$ cat config.mk
export PLATFORM = sky130hd
export DESIGN_NAME = hazard_controller
export DESIGN_NICKNAME = d
export VERILOG_FILES = /design/src/rtl/hazard_controller_pkg.sv /design/src/rtl/hazard_controller_load_tracker.sv /design/src/rtl/hazard_controller.sv
export SDC_FILE = /design/constraint.sdc
export NUM_CORES = 1
export LEC_CHECK = 0
export CAP_MARGIN = 20
export CORE_ASPECT_RATIO = 2
export CORE_MARGIN = 1.5
export CORE_UTILIZATION = 35
export DETAILED_ROUTE_END_ITERATION = 8
export GPL_TIMING_DRIVEN = 0
export REMOVE_ABC_BUFFERS = 1
export SYNTH_ARGS = -nofsm -noshare
export SYNTH_HDL_FRONTEND = slang
export SYNTH_SLANG_ARGS = --single-unit
$ cat constraint.sdc
create_clock -name clock -period 2.05 [get_ports clock]
set_input_delay 0.41 -clock clock [delete_from_list [all_inputs] [get_ports clock]]
set_output_delay 0.41 -clock clock [all_outputs]
set_load 0.05 [all_outputs]
$ cat src/rtl/hazard_controller_pkg.sv
// Shared types for the pipeline hazard controller: register index, FSM state
// and the in-flight load record.
package hazard_controller_pkg;

  typedef logic [4:0] reg_idx;

  typedef enum logic {
    RUN   = 1'b0,
    FLUSH = 1'b1
  } ctrl_state_t;

  typedef struct packed {
    logic   valid;
    reg_idx rd;
  } load_entry_t;

  localparam int CNT_W = 3;

  // x0 is hardwired to zero, so it never creates a dependency.
  function automatic logic src_matches(input reg_idx src, input logic used, input reg_idx rd);
    return used && (src != '0) && (src == rd);
  endfunction

endpackage

$ cat src/rtl/hazard_controller_load_tracker.sv
// Tracks loads from execute onward and flags decode sources that depend on a
// load whose data is not yet forwardable.
module load_tracker
  import hazard_controller_pkg::*;
#(
  parameter int LOAD_LAT = 2
) (
  input  logic   clock,
  input  logic   reset,
  input  logic   advance,
  input  logic   push_valid,
  input  reg_idx push_rd,
  input  reg_idx id_rs1,
  input  reg_idx id_rs2,
  input  logic   id_uses_rs1,
  input  logic   id_uses_rs2,
  output logic   hazard
);

  load_entry_t ent_q [LOAD_LAT+1];
  load_entry_t ent_d [LOAD_LAT+1];

  // NOTE: combinational blocks use blocking '=' and assign every output a
  // default first, so no latch can be inferred on a path that skips an assignment.
  always_comb begin
    ent_d = ent_q;
    if (advance) begin
      ent_d[0] = '{valid: push_valid, rd: push_rd};
      for (int i = 1; i <= LOAD_LAT; i++) begin
        ent_d[i] = ent_q[i-1];
      end
    end
  end

  // NOTE: this is a handful of control flops, not a RAM, so every entry is
  // cleared on reset; a true memory array would be left unreset.
  always_ff @(posedge clock or posedge reset) begin
    if (reset) begin
      for (int i = 0; i <= LOAD_LAT; i++) begin
        ent_q[i] <= '0;
      end
    end else begin
      ent_q <= ent_d;
    end
  end

  // The oldest entry has reached the forwarding point and no longer interlocks.
  always_comb begin
    hazard = 1'b0;
    for (int i = 0; i < LOAD_LAT; i++) begin
      if (ent_q[i].valid &&
          (src_matches(id_rs1, id_uses_rs1, ent_q[i].rd) ||
           src_matches(id_rs2, id_uses_rs2, ent_q[i].rd))) begin
        hazard = 1'b1;
      end
    end
  end

endmodule

$ cat src/rtl/hazard_controller.sv
// Pipeline sequencing controller: global freeze, wrong-path squash after a
// redirect, and load-use interlock for fetch, decode and execute.
module hazard_controller
  import hazard_controller_pkg::*;
#(
  parameter int FLUSH_CYCLES = 2,
  parameter int LOAD_LAT     = 2
) (
  input  logic       clock,
  input  logic       reset,
  input  logic       mem_busy,
  input  logic       jump,
  input  logic       id_valid,
  input  logic [4:0] id_rs1,
  input  logic [4:0] id_rs2,
  input  logic       id_uses_rs1,
  input  logic       id_uses_rs2,
  input  logic       id_is_load,
  input  logic [4:0] id_rd,
  output logic       stall,
  output logic       hold_front,
  output logic       bubble,
  output logic       flush_front,
  output logic [1:0] state
);

  ctrl_state_t      state_q, state_d;
  logic [CNT_W-1:0] cnt_q, cnt_d;
  logic             advance;
  logic             hazard_raw;
  logic             hazard;
  logic             push_valid;

  assign advance = ~mem_busy;
  assign hazard  = id_valid & hazard_raw;
  assign state   = {1'b0, state_q};

  // Priority: reset > stall > flush > hazard.
  always_comb begin
    stall       = 1'b0;
    hold_front  = 1'b0;
    bubble      = 1'b0;
    flush_front = 1'b0;
    if (reset) begin
      bubble      = 1'b1;
      flush_front = 1'b1;
    end else if (mem_busy) begin
      stall = 1'b1;
    end else if (jump || state_q == FLUSH) begin
      bubble      = 1'b1;
      flush_front = 1'b1;
    end else begin
      hold_front = hazard;
      bubble     = hazard;
    end
  end

  // A held or squashed decode slot must not enter the tracker as a load.
  assign push_valid = id_valid & id_is_load & (id_rd != '0) & ~hold_front & ~flush_front;

  always_comb begin
    state_d = state_q;
    cnt_d   = cnt_q;
    if (advance) begin
      if (jump) begin
        if (FLUSH_CYCLES > 1) begin
          state_d = FLUSH;
          cnt_d   = CNT_W'(FLUSH_CYCLES - 1);
        end else begin
          state_d = RUN;
          cnt_d   = '0;
        end
      end else if (state_q == FLUSH) begin
        cnt_d = cnt_q - 1'b1;
        if (cnt_d == '0) begin
          state_d = RUN;
        end
      end
    end
  end

  // NOTE: sequential state uses non-blocking '<=' so every flop samples the
  // values from before the edge, independent of statement order.
  always_ff @(posedge clock or posedge reset) begin
    if (reset) begin
      state_q <= RUN;
      cnt_q   <= '0;
    end else begin
      state_q <= state_d;
      cnt_q   <= cnt_d;
    end
  end

  load_tracker #(
    .LOAD_LAT(LOAD_LAT)
  ) u_load_tracker (
    .clock       (clock),
    .reset       (reset),
    .advance     (advance),
    .push_valid  (push_valid),
    .push_rd     (id_rd),
    .id_rs1      (id_rs1),
    .id_rs2      (id_rs2),
    .id_uses_rs1 (id_uses_rs1),
    .id_uses_rs2 (id_uses_rs2),
    .hazard      (hazard_raw)
  );

endmodule

==> flow_summary_export.csv, run 1 <==
group,metric,value,unit
outcome,violations,"negative setup slack",
route,wl,2400,um
logic_synthesis,yosysSeqAreaShare,0.397,
power_and_ir_drop,p_int,728,uW
worst_setup_path,path_buf_inv,1,
logic_synthesis,synth.avg_cell_area,10.4,um2
global_route,track_usage,0.166,
sta,setup_viol,2,
placed_design,gp_congestion,0.670,
sta,rsz0062_at_grt,"yes",
die,core_area,2740,um2
power_and_ir_drop,comb_power_share,0.343,
logic_synthesis,synthMostInstantiatedCell,"xor2_1",
power_and_ir_drop,p_sw_frac,0.342,
flow_run,drv_cap,0,
final_layout,multiInputGateArea,617,um2
logic_synthesis,ys_top_cells_by_count,"xor2_1 (17), dfrtp_1 (16), mux2_2 (11), o21ai_0 (9), inv_1 (5)",
route,first_iter_violations,18,
logic_synthesis,netlist_area,1010,um2
logic_synthesis,synth_cells,97,
power_and_ir_drop,p_per_area,773,nW/um2
die,die_w,41.0,um
global_route,antenna_found_initial,0,
worst_setup_path,critPathArrivalTime,2030,ps
sta,tightest_slew,498,ps
logic_synthesis,synth_cell_types,26,
route,ant_nets,0,
sta,fin_skew,2.55,ps
sta,period_needed,2440,ps
clock_tree,cts_root_buf,"clkbuf_8",
worst_setup_path,cpPeakStageDelay,410,ps
logic_synthesis,synth_flop_cell,"dfrtp_1",
global_route,grt_pass1_wl,3620,um
power_and_ir_drop,p_seq_frac,0.410,
final_layout,fillCellCount,254,
worst_setup_path,crit_fanout,3,
worst_setup_path,rrSetupSlack,410,ps
clock_tree,ctsHoldBuffers,0,
die,rows,27,
sta,final_max_slew_viol_count,0,
logic_synthesis,synth-edff-count,0,
placed_design,port_buffers,27,
final_layout,antenna_cells,0,
route,drcViolationCount,0,
worst_setup_path,cp-end-kind,"output pin",
worst_setup_path,crit_required,1640,ps
die,start_util,0.369,
sta,finalCritPeriodShare,1.19,
clock_tree,cts_tree,"yes",
final_layout,fin_nets,156,
route,drt-wirelength-per-cell,15.1,um
global_route,grt-ovfl-total,0,
logic_synthesis,synth_top_area_cell,"dfrtp_1",
global_route,grt_max_degree,20,
placed_design,post-place-cells,149,
logic_synthesis,synthTopCellsByArea,"dfrtp_1 (40%), xor2_1 (15%), mux2_2 (12%)",
sta,relSlewSlack,0.667,
worst_setup_path,worstSetupStartpointType,"register",
power_and_ir_drop,clock_power_share,0.246,
power_and_ir_drop,netSwitchingPower,378,uW
logic_synthesis,synth_async_sr_flop_share,1.00,
worst_setup_path,crit_slowest_cell,"dfrtp_1",
logic_synthesis,yosys_warnings,0,
final_layout,ff_latch_area,400,um2
die,dieArea,3230,um2
die,ios,29,
clock_tree,cts.sinks,16,
sta,finalHoldViolCount,0,
placed_design,post-dp-hpwl,1830,um
route,drt_pass1_iterations,4,
logic_synthesis,synth_top_area_share,0.397,
clock_tree,cts_made_buffers,3,
clock_tree,htree_levels,1,
power_and_ir_drop,total_leakage_power,0.000609,uW
sta,timing.final.ws_setup,-388,ps
final_layout,final_cells,159,
sta,whs,496,ps
power_and_ir_drop,ir_drop,0.000533,V
final_layout,drive_gt1_frac,0.277,
sta,fin_setup_tns,-736,ps
worst_setup_path,path_delay_family,"compound AO/OA/AOI/OAI gates",
final_layout,area_growth,41.8,%
sta,fmax,0.410,GHz
clock_tree,clock_path_buffers,2,
worst_setup_path,crit_chain,"xor2_1 -> nor4_2 -> a32oi_1 -> o22a_2 -> o311ai_4 -> buf_6",
worst_hold_path,worstHoldPathType,"reg -> reg",
worst_setup_path,critPathKind,"reg -> out",
logic_synthesis,ys_ff_latch,16,
clock_tree,insertion_delay,240,ps
route,vias,832,
clock_tree,clkSlewWorstSetupHoldPaths,60,ps
outcome,status,"finished, violations left",
global_route,grt_pass1_vias,840,
route,vias_per_cell,5.23,
die,die_y,78.9,um
sequential cells by signal (all words and copies together), names as in the netlist:
name / flops
u_load_tracker.ent_q: 12
cnt_q: 3
state_q: 1
cells in the final DEF (no fill, tap or decap), types with 2 or more instances in the layout:
cell type | netlist | layout
buf_6 | 0 | 2
nand3_1 | 2 | 2
nand2_1 | 4 | 4
ha_1 | 2 | 2
nor4_2 | 1 | 4
dlygate4sd2_1 | 0 | 10
clkbuf_8 | 0 | 4
and2_1 | 2 | 2
xnor2_1 | 4 | 4
o21ai_0 | 9 | 7
buf_4 | 2 | 6
nor2_1 | 4 | 3
a32oi_1 | 2 | 2
xor2_1 | 17 | 17
clkdlybuf4s50_1 | 0 | 11
or4_1 | 3 | 3
mux2_2 | 11 | 11
inv_1 | 5 | 4
dfrtp_1 | 16 | 16
cell families (layout without fill, tap and decap cells):
group                    after synthesis  count (layout)  synth area share
XOR/XNOR                              21              21             0.182
AND/OR/NAND/NOR                       21              21             0.118
AO/OA/AOI/OAI                         16              16             0.109
flip-flops                            16              16             0.397
multiplexers                          11              11             0.123
buffers and inverters                  9              42            0.0422
adder cells (fa/ha/maj)                2               2            0.0248
other                                  1               1           0.00372
power groups by stage:
stage | combinational [uW] | clock, uW | sequential, uW
6_report | 379 | 273 | 454
5_1_grt | 416 | 298 | 462
4_1_cts | 377 | 277 | 453
3_5_place_dp | 358 | 0 | 457
3_3_place_gp | 349 | 0 | 456
2_1_floorplan | 206 | 0 | 470
worst register-to-register path, delay by kind of cell (launching register included):
kind            cells  cell delay [ps]
simple gates        1              330
flops               1              410
compound gates      3              610
xor+xnor            1              180
routing by layer:
layer | track usage | share of wire | up-vias
met3 | 0.0223 | 0.041 | 2
met2 | 0.313 | 0.61 | 20
met1 | 0.161 | 0.34 | 405
met4 | 0.0600 | 0.0079 | 0
li1 | - | - | 405
met5 | 0 | 0 | -
what timing repair did:
item	4_1_cts	5_1_grt
resized for setup	42	6
pin swaps	5	2
endpoints found under the setup margin	4	4
endpoints found under the hold margin	0	0
setup buffers	4	2
metrics by stage:
stage / cell area [um2] / worst slack (ps) / power, uW / util
after floorplan: 985 / -296 / 676 / -
after global placement: 1290 / -1300 / 805 / 0.472
after detailed placement: 1290 / -1300 / 815 / 0.472
after CTS: 1420 / -401 / 1110 / 0.517
after global routing: 1430 / -436 / 1180 / 0.523
final: 1430 / -388 / 1110 / 0.523
final timing paths:
kind	startpoint	end	cells after the start
hold reg to reg	cnt_q[1]$_DFFE_PP0P_	cnt_q[1]$_DFFE_PP0P_	2
min in group asynchronous	reset	state_q$_DFFE_PP0N_	4
setup reg to reg	u_load_tracker.ent_q[16]$_DFFE_PP0N_	u_load_tracker.ent_q[17]$_DFFE_PP0N_	5
hold / removal	cnt_q[1]$_DFFE_PP0P_	cnt_q[1]$_DFFE_PP0P_	2
setup / recovery	u_load_tracker.ent_q[16]$_DFFE_PP0N_	bubble	6
max in group asynchronous	reset	u_load_tracker.ent_q[13]$_DFFE_PP0N_	4
cell type report:
cell class	count	share of cell area
repair buffers	33	0.209
well taps	29	0.0254
inverters	5	0.0157
multi-input cells	72	0.431
clock buffers	4	0.0385
flip-flops and latches	16	0.280
No activity file was read; power rests on OpenSTA's default activity.
==> run 2: changes to the inputs <==
CTS_BUF_LIST = sky130_fd_sc_hd__clkbuf_16   (was default)
==> flow_summary_export.csv, run 2 (synthesis gave the netlist of run 1 again) <==
group,metric,value,unit
outcome,status,"finished, violations left",
outcome,violations,"negative setup slack",
die,die_y,78.9,um
sta,timing.final.ws_setup,-384,ps
route,vias,831,
global_route,grt_max_degree,20,
placed_design,port_buffers,27,
sta,period_needed,2430,ps
die,dieArea,3230,um2
global_route,grt_pass1_vias,835,
power_and_ir_drop,p_per_area,835,nW/um2
clock_tree,cts.sinks,16,
final_layout,fillCellCount,250,
clock_tree,cts_made_buffers,3,
route,drt-wirelength-per-cell,15.4,um
route,vias_per_cell,5.23,
sta,setup_viol,2,
placed_design,post-place-cells,149,
final_layout,antenna_cells,0,
global_route,grt-ovfl-total,0,
flow_run,drv_cap,0,
final_layout,largestRegisters,"u_load_tracker.ent_q (12), cnt_q (3), state_q (1)",
worst_hold_path,min_from,"cnt_q[1]$_DFFE_PP0P_",
final_layout,top_register,"u_load_tracker.ent_q",
route,drt_pass1_iterations,3,
global_route,antenna_found_initial,0,
power_and_ir_drop,comb_power_share,0.314,
worst_setup_path,crit_required,1640,ps
final_layout,final_common_cell,"xor2_1",
final_layout,final_cells,159,
clock_tree,cts_tree,"yes",
route,drcViolationCount,0,
global_route,grt_pass1_wl,3630,um
global_route,track_usage,0.171,
die,rows,27,
power_and_ir_drop,netSwitchingPower,393,uW
power_and_ir_drop,p_sw_frac,0.324,
sta,finalHoldViolCount,0,
power_and_ir_drop,total_leakage_power,0.000614,uW
sta,final_max_slew_viol_count,0,
final_layout,drive_gt1_frac,0.269,
sta,rsz0062_at_grt,"yes",
clock_tree,ctsHoldBuffers,0,
clock_tree,clock_path_buffers,2,
die,ios,29,
final_layout,fin_nets,156,
worst_setup_path,rr_worst_depth,5,
placed_design,post-dp-hpwl,1830,um
power_and_ir_drop,ir_drop,0.000884,V
route,wl,2450,um
worst_hold_path,worstHoldPathType,"reg -> reg",
clock_tree,clkSlewWorstSetupHoldPaths,50,ps
power_and_ir_drop,p_seq_frac,0.376,
route,first_iter_violations,11,
final_layout,mostFrequentLayoutCells,"xor2_1 (17), dfrtp_1 (16), clkdlybuf4s50_1 (12)",
die,core_area,2740,um2
die,start_util,0.369,
worst_setup_path,crit_fanout,3,
placed_design,gp_congestion,0.670,
worst_setup_path,worstSetupStartpointType,"register",
route,ant_nets,0,
clock_tree,cts_root_buf,"clkbuf_16",
worst_setup_path,worstSetupStartpoint,"u_load_tracker.ent_q[16]$_DFFE_PP0N_",
final_layout,largest_register_ffs,12,
final_layout,area_growth,43.9,%
placed_design,pre_cts_slack,-1300,ps
worst_setup_path,critPathKind,"reg -> out",
worst_setup_path,critPathArrivalTime,2020,ps
worst_setup_path,cp-end-kind,"output pin",
sta,fin_skew,1.90,ps
power_and_ir_drop,p_int,818,uW
clock_tree,insertion_delay,240,ps
clock_tree,htree_levels,1,
worst_setup_path,reg2reg_from,"u_load_tracker.ent_q[16]$_DFFE_PP0N_",
power_and_ir_drop,clock_power_share,0.310,
sta,finalCritPeriodShare,1.19,
sta,fmax,0.411,GHz
worst_hold_path,hold_depth,2,
die,die_w,41.0,um
run 2: cell count changes in the layout (fill, tap and decap cells not counted), sizes merged:
| cell | change |
|---|---|
| clkbuf | -1 |
| clkdlybuf4s50 | +1 |
| clkinv | +1 |
| dlymetal6s2s | -1 |
run 2: layout make-up:
class | count | area (um2) | share of cell area
inverter | 5 | 22.5 | 0.0155
multi-input combinational | 72 | 617 | 0.425
clock inverter | 1 | 3.75 | 0.00259
sequential | 16 | 400 | 0.276
timing repair buffer | 33 | 297 | 0.204
clock buffer | 3 | 75.1 | 0.0517
tap | 29 | 36.3 | 0.0250
run 2: layer usage:
layer  wire length (um)  share of wire  track usage
met5                  0              0            0
met3                110          0.045       0.0391
met4                 25          0.010       0.0700
met1                844           0.34        0.161
met2               1470           0.60        0.313
run 2: timing repair:
action / 4_1_cts / 5_1_grt
endpoints found under the hold margin: 0 / 0
gates resized for setup: 42 / 5
buffers inserted: 4 / 2
pin swaps: 5 / 2
endpoints found under the setup margin: 4 / 4
run 2: path summary, 6_finish.rpt:
path | endpoint | slack (ps)
setup / recovery | bubble | -380
hold reg to reg | cnt_q[1]$_DFFE_PP0P_ | 490
hold / removal | cnt_q[1]$_DFFE_PP0P_ | 490
setup reg to reg | u_load_tracker.ent_q[17]$_DFFE_PP0N_ | 410
min in group asynchronous | u_load_tracker.ent_q[11]$_DFFE_PP0N_ | 750
max in group asynchronous | u_load_tracker.ent_q[13]$_DFFE_PP0N_ | 1110
run 2: critical path: stages, from the launching register on:
cell and delay [ps]:
dfrtp_1 410, xor2_1 180, nor4_2 330, a32oi_1 140, o22a_2 290, o311ai_4 240
buf_6 200
run 2: stage by stage:
stage                      util  power, uW  setup TNS (ps)  hold slack [ps]  cell area, um2
after CTS                 0.526       1210            -749              508            1440
final                     0.530       1210            -729              495            1450
after floorplan               -        676            -483              347             985
after detailed placement  0.472        815           -4280              495            1290
after global routing      0.530       1280            -803              524            1450
after global placement    0.472        805           -4240              467            1290
run 2: power groups by stage:
| stage | sequential (uW) | clock (uW) | combinational (uW) |
|---|---|---|---|
| global route | 463 | 400 | 417 |
| detailed placement | 457 | 0 | 358 |
| finish | 455 | 375 | 381 |
| floorplan | 470 | 0 | 206 |
| global placement | 456 | 0 | 349 |
| CTS | 454 | 381 | 377 |
==> run 3: changes to the inputs <==
ABC_CLOCK_PERIOD_IN_PS = 2050   (was default)
CORE_MARGIN = default   (was 1.5)
==> flow_summary_export.csv, run 3 (synthesis gave the netlist of run 1 again) <==
group,metric,value,unit
sta,finalCritPeriodShare,1.18,
final_layout,area_growth,44.0,%
power_and_ir_drop,clock_power_share,0.310,
worst_setup_path,worstSetupStartpointType,"register",
power_and_ir_drop,p_per_area,832,nW/um2
placed_design,pre_cts_slack,-1340,ps
die,rows,27,
global_route,grt-ovfl-total,0,
power_and_ir_drop,comb_power_share,0.313,
final_layout,fin_nets,155,
worst_setup_path,crit_required,1640,ps
clock_tree,clkSlewWorstSetupHoldPaths,50,ps
clock_tree,cts_root_buf,"clkbuf_16",
die,die_y,77.9,um
die,start_util,0.369,
flow_run,drv_cap,0,
worst_setup_path,cpPeakStageDelay,410,ps
final_layout,top_register,"u_load_tracker.ent_q",
global_route,antenna_found_initial,0,
clock_tree,ctsHoldBuffers,0,
power_and_ir_drop,p_seq_frac,0.377,
die,dieArea,3110,um2
route,ant_nets,0,
final_layout,final_cells,158,
placed_design,gp_congestion,0.655,
die,ios,29,
die,core_area,2740,um2
sta,final_max_slew_viol_count,0,
global_route,grt_max_degree,20,
final_layout,largestRegisters,"u_load_tracker.ent_q (12), cnt_q (3), state_q (1)",
worst_hold_path,worstHoldPathType,"reg -> reg",
worst_setup_path,critPathKind,"reg -> out",
clock_tree,insertion_delay,240,ps
placed_design,post-place-cells,149,
worst_setup_path,crit_chain,"xor2_1 -> nor4_2 -> a32oi_1 -> o22a_2 -> o311ai_4 -> buf_6",
global_route,track_usage,0.178,
sta,fin_skew,1.79,ps
route,wl_met2,1410,um
route,vias,824,
route,drt_pass1_iterations,4,
worst_setup_path,cp-end-kind,"output pin",
worst_setup_path,crit_slowest_cell,"dfrtp_1",
final_layout,drive_gt1_frac,0.279,
sta,fmax,0.412,GHz
final_layout,ff_latch_area,400,um2
sta,timing.final.ws_setup,-375,ps
clock_tree,cts_tree,"yes",
clock_tree,cts_made_buffers,3,
outcome,violations,"negative setup slack",
route,drt-wirelength-per-cell,14.9,um
final_layout,mostFrequentLayoutCells,"xor2_1 (17), dfrtp_1 (16), clkdlybuf4s50_1 (12)",
power_and_ir_drop,p_int,817,uW
power_and_ir_drop,netSwitchingPower,391,uW
global_route,grt_pass1_vias,827,
die,die_w,40.0,um
route,wl_met1,792,um
route,first_iter_violations,9,
sta,rsz0062_at_grt,"yes",
sta,period_needed,2430,ps
route,dr.max_layer_used,"met4",
sta,whs,488,ps
route,wl_met3,106,um
worst_setup_path,crit_fanout,3,
clock_tree,cts.sinks,16,
outcome,status,"finished, violations left",
final_layout,multiInputGateArea,621,um2
final_layout,fillCellCount,246,
route,wl,2360,um
sta,setup_viol,2,
worst_setup_path,critPathArrivalTime,2020,ps
route,drcViolationCount,0,
final_layout,final_common_cell,"xor2_1",
final_layout,antenna_cells,0,
sta,finalHoldViolCount,0,
placed_design,post-dp-hpwl,1800,um
route,vias_per_cell,5.22,
power_and_ir_drop,ir_drop,0.000574,V
final_layout,largest_register_ffs,12,
power_and_ir_drop,p_sw_frac,0.324,
placed_design,port_buffers,27,
power_and_ir_drop,total_leakage_power,0.000616,uW
clock_tree,clock_path_buffers,2,
clock_tree,htree_levels,1,
global_route,grt_pass1_wl,3750,um
[run 3: cell count changes in the layout (fill, tap and decap cells not counted), sizes merged]
cell | previous run | this run
buf | 9 | 8
dlygate4sd2 | 10 | 7
clkdlybuf4s15 | 1 | 2
clkbuf | 4 | 5
dlymetal6s2s | 0 | 1
[run 3: cell type report]
type                            instances  area share
Clock buffer                            3      0.0517
Timing Repair Buffer                   32       0.202
Inverter                                5      0.0155
Clock inverter                          1     0.00258
Sequential cell                        16       0.276
Multi-Input combinational cell         72       0.427
Tap cell                               29      0.0250
[run 3: routing by layer]
metal | track usage | up-vias
met5 | 0 | -
met4 | 0.0828 | 0
met3 | 0.0343 | 6
met2 | 0.318 | 29
met1 | 0.178 | 387
li1 | - | 402
[run 3: worst paths after layout]
path	endpoint	startpoint	depth (start not counted)	slack (ps)
worst max-delay path	bubble	u_load_tracker.ent_q[16]$_DFFE_PP0N_	6	-380
worst min-delay path	cnt_q[1]$_DFFE_PP0P_	cnt_q[1]$_DFFE_PP0P_	2	490
worst max register to register	u_load_tracker.ent_q[17]$_DFFE_PP0N_	u_load_tracker.ent_q[16]$_DFFE_PP0N_	6	280
worst min register to register	cnt_q[1]$_DFFE_PP0P_	cnt_q[1]$_DFFE_PP0P_	2	490
max in group asynchronous	u_load_tracker.ent_q[6]$_DFFE_PP0N_	reset	4	1110
min in group asynchronous	u_load_tracker.ent_q[9]$_DFFE_PP0N_	reset	4	760
[run 3: timing repair]
item / CTS / global route
endpoints found under the setup margin: 4 / 4
setup buffers: 3 / 2
resized for setup: 39 / 12
pin swaps: 8 / 3
[run 3: power by group through the flow]
| stage | clock network [uW] | registers, uW | logic, uW |
|---|---|---|---|
| after detailed placement | 0 | 457 | 359 |
| after global placement | 0 | 454 | 348 |
| after global routing | 399 | 465 | 417 |
| after floorplan | 0 | 470 | 206 |
| final | 374 | 455 | 378 |
| after CTS | 378 | 454 | 370 |
[run 3: through the flow]
step	total power (uW)	utilization	TNS, ps	instance area [um2]
floorplan	676	-	-483	985
global placement	802	0.472	-4220	1290
detailed placement	816	0.472	-4350	1290
CTS	1200	0.519	-846	1420
global route	1280	0.531	-865	1450
finish	1210	0.531	-721	1450
[run 3: critical path: cells and delay by family, from the launching register on]
kind	cells	cell delay, ps
flip-flops	1	410
buffers and inverters	1	200
XOR/XNOR	1	180
AO/OA/AOI/OAI	3	630
AND/OR/NAND/NOR	1	350
